## src/rtl/pedo_pkg.sv

```systemverilog
// Shared definitions for the weight-fetch stage: command encodings, FSM state
// encoding and the weight slot indices used by the load sequence.
package pedo_pkg;

  // Upstream command encodings carried on in_funct.
  typedef enum logic [2:0] {
    FnClr = 3'd0,
    FnCnt = 3'd1,
    FnUpd = 3'd2
  } funct_e;

  // Fetch-stage FSM states.
  typedef enum logic [1:0] {
    StIdle   = 2'd0,
    StLoad   = 2'd1,
    StIssue  = 2'd2,
    StWaitWb = 2'd3
  } state_e;

  // Weight slot indices, in the order a LOAD sequence writes them.
  localparam int unsigned NumWeights = 6;
  localparam logic [2:0] IdxTheta11 = 3'd0;
  localparam logic [2:0] IdxTheta12 = 3'd1;
  localparam logic [2:0] IdxTheta21 = 3'd2;
  localparam logic [2:0] IdxTheta22 = 3'd3;
  localparam logic [2:0] IdxAlpha1  = 3'd4;
  localparam logic [2:0] IdxAlpha2  = 3'd5;

endpackage

```

## src/rtl/weight_regfile.sv

```systemverilog
// Six-entry weight register file with an indexed write port and a synchronous
// clear. Both rst and clr_i return every entry to W_RST.
// Ports:
//   clk, rst       clock, synchronous active-high reset
//   clr_i          synchronous clear of all entries to W_RST
//   we_i, idx_i    write enable and slot index (indices >= 6 are ignored)
//   wdata_i        write data
//   weights_o      all six entries, slot 0 in the low word
module weight_regfile
  import pedo_pkg::*;
#(
  parameter int unsigned     DW    = 10,
  parameter logic [DW-1:0]   W_RST = 10'd1
) (
  input  logic                        clk,
  input  logic                        rst,
  input  logic                        clr_i,
  input  logic                        we_i,
  input  logic [2:0]                  idx_i,
  input  logic [DW-1:0]               wdata_i,
  output logic [NumWeights-1:0][DW-1:0] weights_o
);

  logic [NumWeights-1:0][DW-1:0] weights_q;

  always_ff @(posedge clk) begin
    if (rst || clr_i) begin
      for (int i = 0; i < NumWeights; i++) begin
        weights_q[i] <= W_RST;
      end
    end else if (we_i) begin
      for (int i = 0; i < NumWeights; i++) begin
        if (idx_i == 3'(i)) begin
          weights_q[i] <= wdata_i;
        end
      end
    end
  end

  assign weights_o = weights_q;

endmodule

```

## src/rtl/weight_fetch.sv

```systemverilog
// Fetch stage of the pedometer pipeline. Accepts clear / count / weight-update
// commands, holds the six model weights, presents one count operation at a
// time to the execute stage and stores the step count written back by it.
// Ports:
//   clk, rst                  clock, synchronous active-high reset
//   in_valid/in_ready         upstream command handshake
//   in_funct, in_A, in_B      command, samples (in_A carries weights in LOAD)
//   out_valid/out_ready       count operation handshake to execute stage
//   funct, A, B               operation presented downstream
//   theta*/alpha*             weight registers
//   totalSteps                current step count
//   wb_valid, updatedSteps    execute-stage writeback
//   err_illegal               one-cycle pulse after an illegal command
module weight_fetch
  import pedo_pkg::*;
#(
  parameter int unsigned   DW    = 10,
  parameter logic [DW-1:0] W_RST = 10'd1
) (
  input  logic          clk,
  input  logic          rst,
  input  logic          in_valid,
  output logic          in_ready,
  input  logic [2:0]    in_funct,
  input  logic [DW-1:0] in_A,
  input  logic [DW-1:0] in_B,
  output logic          out_valid,
  input  logic          out_ready,
  output logic [2:0]    funct,
  output logic [DW-1:0] A,
  output logic [DW-1:0] B,
  output logic [DW-1:0] theta1_1,
  output logic [DW-1:0] theta1_2,
  output logic [DW-1:0] theta2_1,
  output logic [DW-1:0] theta2_2,
  output logic [DW-1:0] alpha1,
  output logic [DW-1:0] alpha2,
  output logic [DW-1:0] totalSteps,
  input  logic          wb_valid,
  input  logic [DW-1:0] updatedSteps,
  output logic          err_illegal
);

  state_e        state_q, state_d;
  logic [2:0]    idx_q, idx_d;
  logic [DW-1:0] a_q, a_d;
  logic [DW-1:0] b_q, b_d;
  logic [DW-1:0] steps_q, steps_d;
  logic          err_q, err_d;

  logic          wclr;
  logic          wwe;
  logic [NumWeights-1:0][DW-1:0] weights;

  // Only IDLE and LOAD take input; this also enforces a single outstanding count.
  assign in_ready = (state_q == StIdle) || (state_q == StLoad);

  always_comb begin
    state_d = state_q;
    idx_d   = idx_q;
    a_d     = a_q;
    b_d     = b_q;
    steps_d = steps_q;
    err_d   = 1'b0;
    wclr    = 1'b0;
    wwe     = 1'b0;
    unique case (state_q)
      StIdle: begin
        if (in_valid) begin
          case (in_funct)
            FnClr: begin
              wclr    = 1'b1;
              steps_d = '0;
            end
            FnCnt: begin
              a_d     = in_A;
              b_d     = in_B;
              state_d = StIssue;
            end
            FnUpd: begin
              idx_d   = IdxTheta11;
              state_d = StLoad;
            end
            default: err_d = 1'b1;
          endcase
        end
      end
      StLoad: begin
        // in_funct is don't-care here: every accepted beat is weight data.
        if (in_valid) begin
          wwe = 1'b1;
          if (idx_q == IdxAlpha2) begin
            idx_d   = IdxTheta11;
            state_d = StIdle;
          end else begin
            idx_d = idx_q + 3'd1;
          end
        end
      end
      StIssue: begin
        if (out_ready) begin
          state_d = StWaitWb;
        end
      end
      StWaitWb: begin
        // Stored as-is: wrap-around is the execute stage's business.
        if (wb_valid) begin
          steps_d = updatedSteps;
          state_d = StIdle;
        end
      end
      default: state_d = StIdle;
    endcase
  end

  always_ff @(posedge clk) begin
    if (rst) begin
      state_q <= StIdle;
      idx_q   <= IdxTheta11;
      a_q     <= '0;
      b_q     <= '0;
      steps_q <= '0;
      err_q   <= 1'b0;
    end else begin
      state_q <= state_d;
      idx_q   <= idx_d;
      a_q     <= a_d;
      b_q     <= b_d;
      steps_q <= steps_d;
      err_q   <= err_d;
    end
  end

  weight_regfile #(
    .DW    (DW),
    .W_RST (W_RST)
  ) u_regfile (
    .clk       (clk),
    .rst       (rst),
    .clr_i     (wclr),
    .we_i      (wwe),
    .idx_i     (idx_q),
    .wdata_i   (in_A),
    .weights_o (weights)
  );

  assign out_valid   = (state_q == StIssue);
  assign funct       = FnCnt;
  assign A           = a_q;
  assign B           = b_q;
  assign totalSteps  = steps_q;
  assign err_illegal = err_q;

  assign theta1_1 = weights[IdxTheta11];
  assign theta1_2 = weights[IdxTheta12];
  assign theta2_1 = weights[IdxTheta21];
  assign theta2_2 = weights[IdxTheta22];
  assign alpha1   = weights[IdxAlpha1];
  assign alpha2   = weights[IdxAlpha2];

endmodule

```

## config.mk

```make
export PLATFORM = sky130hd
export DESIGN_NAME = weight_fetch
export DESIGN_NICKNAME = d
export VERILOG_FILES = /design/src/rtl/pedo_pkg.sv /design/src/rtl/weight_regfile.sv /design/src/rtl/weight_fetch.sv
export SDC_FILE = /design/constraint.sdc
export NUM_CORES = 1
export LEC_CHECK = 0
export CAP_MARGIN = 20
export CORE_MARGIN = 4
export CORE_UTILIZATION = 45
export DETAILED_ROUTE_END_ITERATION = 12
export PLACE_DENSITY = 0.77
export SLEW_MARGIN = 30
export SYNTH_ARGS = -nofsm -noshare
export SYNTH_HDL_FRONTEND = slang
export SYNTH_SLANG_ARGS = --single-unit
```

## constraint.sdc

```tcl
create_clock -name clk -period 2.3 [get_ports clk]
set_clock_uncertainty 0.15 [all_clocks]
set_input_delay 0.69 -clock clk [delete_from_list [all_inputs] [get_ports clk]]
set_output_delay 0.69 -clock clk [all_outputs]
set_load 0.02 [all_outputs]
```

==> impl_results.md <==
- First DRT Iteration DRCs: 245
- Most used flip-flop cell after synthesis: dfxtp_1
- CP bufs+invs: 1
- Routed wire length: 12,500 µm
- RR Startpoint: state_q[1]
- Wirelength per Cell: about 18 µm
- Die area: 10,300 µm²
- PD cells: 567 nW/µm²
- Synth cell types: 45
- Slowest cell delay on critical path: 0.65 ns
- # IOs: 134
- RePlAce Congestion: approximately 0.81
- R2R depth: 5
- Clock transition at path regs: roughly 0.090 ns
- Sw Ratio: 0.263
- Clock power frac: 0.347
- Final setup TNS: 0 ns
- Max-Cap Viols: 0
- Final ANT Viol Nets: 0
- Hold-critical path depth: 2
- Crit-path cells: clkdlybuf4s50_1
- Pint: 2.34 mW
- H-tree depth: 3
- First-pass GRT wire length: around 19,000 µm
- Share of cells above drive strength 1: 0.0861
- GR Overflow Total: 0
- TritonCTS clock tree: yes
- IO buf count: 130
- Max-slew violations: 0
- Synth Register Bits: 96
- Combinational share of power: 0.120
- Outcome: finished, final reports clean
- Syn avg cell area: 8.23 µm²
- Endpoints failing hold: 0
- Initial antenna violation count: 0
- Via-to-Cell Ratio: 5.81
- Switching power: 0.836 mW
- Area of the mapped netlist: 3950 µm²
- TritonRoute pass-1 iters: 5
- Starting density of the core: 0.472
- Reg area: 1920 µm²
- WP data required: roughly 1.5 ns
- Family with the most delay on the worst path: buffers and inverters
- EDFF count, synth: 0
- # nets final: ~640
- Final setup violating endpoints: 0
- Hold Startpoint: u_regfile.weights_o[31]
- Core area: about 8400 µm²
- Leak: 1.83 nW
- CTS Buffer Depth: 2
- Min-Delay Endpoint: u_regfile.weights_o[31]
- Maximum VDD drop: slightly below 0.0004 V
- Slew HR: 0.580
- Hold buffers post-CTS: 0
- RSZ-0062 raised after global routing: false
- Synth Instances: 480
- Synth warnings: 0
- Sequential share of the synthesized area: 0.486
- Worst-Skew Late Latency: roughly 0.36 ns
- Area of the multi-input gates: 1790 µm²
- Tot GR Track Use: 0.241
- Syn-to-layout area delta: 41.7%
- Vias: 4,121
- CTS Sinks: 96
- Final instance area: 5600 µm²
- Crit path launch type: flop
- Root Buffer: clkbuf_8
- Cts bufs inserted: 9
- # diodes: 0
- Arrival time worst endpoint: 1.36 ns
- Residual DRC: 0
- Fillers: 691
- Crit. End Element: output port
- Hold WS: 0.311 ns
- Setup slack, reg-to-reg: 0.32 ns
- Dpl cell area: 5410 µm²
- Fraction of registers with async set or reset after synthesis: 0
- CP max stage cell: clkdlybuf4s50_1
- Commonest non-fill, non-tap cell in the layout: clkdlybuf4s50_1
- Worst slew pin tran: 0.630 ns
- CP Class: flop to output port
- Fmax: roughly 450 MHz
- Crit share post-route: 0.958
- Most frequent cells in the layout: 128 x clkdlybuf4s50_1, 96 x dfxtp_1, 89 x a21oi_1
- Die height: 102 µm
- Sequential Power Share: 0.533
- Largest net degree at the start of global routing: 30
- FP Rows: 33
- RR Endpoint: B[4]
- Via count of the first global-routing pass: between 3,000 and 4,000
- Final min period: 2.20 ns
- HPWL Detailed: 8590 µm
- Die extent in x: 102 µm
- Worst-path maximum fanout: 2
- Worst hold path class: flop to flop
-- through the flow --
stage | utilization | power [mW] | worst slack [ns] | std cells
final | 0.668 | 3.17 | 0.0964 | 709
after global routing | 0.668 | 3.29 | 0.0539 | 709
after CTS | 0.668 | 3.18 | 0.0766 | 709
after detailed placement | 0.645 | 2.11 | -0.223 | 694
after global placement | 0.645 | 2.10 | -0.163 | 694
after floorplan | - | 1.92 | 0.198 | 481
-- power by group through the flow --
stage	Combinational (mW)	Clock [mW]	Sequential, mW
after floorplan	0.175	0	1.74
final	0.380	1.10	1.69
after global placement	0.370	0	1.73
after detailed placement	0.377	0	1.73
after global routing	0.405	1.19	1.69
after CTS	0.376	1.11	1.69
-- cell type report --
| class | count | area share |
|---|---|---|
| timing repair buffer | 158 | 0.276 |
| tap | 105 | 0.0235 |
| inverter | 5 | 0.00335 |
| multi-input combinational | 330 | 0.320 |
| clock inverter | 6 | 0.0121 |
| sequential | 96 | 0.343 |
| clock buffer | 9 | 0.0221 |
-- sequential cells by signal, indices dropped and copies added (netlist names) --
name                 cells
err_illegal              1
totalSteps              10
idx_q                    3
state_q                  2
A                       10
B                       10
u_regfile.weights_o     60
-- cells in the mapped netlist (3+ instances only) --
cell | number | share of area
dfxtp_1 | 96 | 0.49
a21oi_1 | 89 | 0.11
nand3_1 | 77 | 0.097
o21ai_0 | 65 | 0.082
nand2_1 | 34 | 0.032
clkbuf_1 | 32 | 0.030
o211ai_1 | 12 | 0.023
buf_2 | 8 | 0.010
buf_6 | 5 | 0.014
inv_1 | 5 | 0.0047
nor2_1 | 5 | 0.0047
o21ai_1 | 5 | 0.0063
buf_4 | 3 | 0.0057
nand2b_1 | 3 | 0.0047
nand4b_1 | 3 | 0.0066
or3b_2 | 3 | 0.0066
-- what timing repair did --
item | in CTS | in global routing
setup buffers | 0 | 0
gates resized for setup | 2 | 0
endpoints found under the setup margin | 2 | 0
-- worst max path at each step --
stage / start / end / slack [ns] / cells after the start
CTS: A[1] / A[1] / 0.08 / 1
floorplan: state_q[1] / out_valid / 0.20 / 4
global placement: in_valid / u_regfile.weights_o[10] / -0.16 / 5
detailed placement: in_valid / B[4] / -0.22 / 5
finish: A[1] / A[1] / 0.1 / 1
global route: A[1] / A[1] / 0.05 / 1
-- worst register-to-register path, delay by kind of cell (launching register included) --
family | cells | cell delay [ns]
buf+inv | 2 | 0.44
compound gates | 2 | 0.33
simple gates | 1 | 0.62
flops | 1 | 0.32
-- routing by layer --
layer  GRT usage  vias to the layer above  part of all wire
met4       0.109                        0             0.029
met2       0.373                      213              0.47
met1       0.312                     1938              0.39
li1            -                     1943                 -
met5           0                        -                 0
met3      0.0689                       27              0.11
-- logic make-up (layout without fill, tap and decap cells) --
group                    count (synthesis)  in the layout  synth area share
AND/OR/NAND/NOR                        144            144             0.192
adder cells (fa/ha/maj)                  1              1           0.00317
XOR/XNOR                                 2              2           0.00443
flip-flops                              96             96             0.486
multiplexers                             1              1           0.00253
other                                    2              3           0.00190
AO/OA/AOI/OAI                          179            179             0.243
buffers and inverters                   55            178            0.0674
Power figures use the tool's default switching activity.
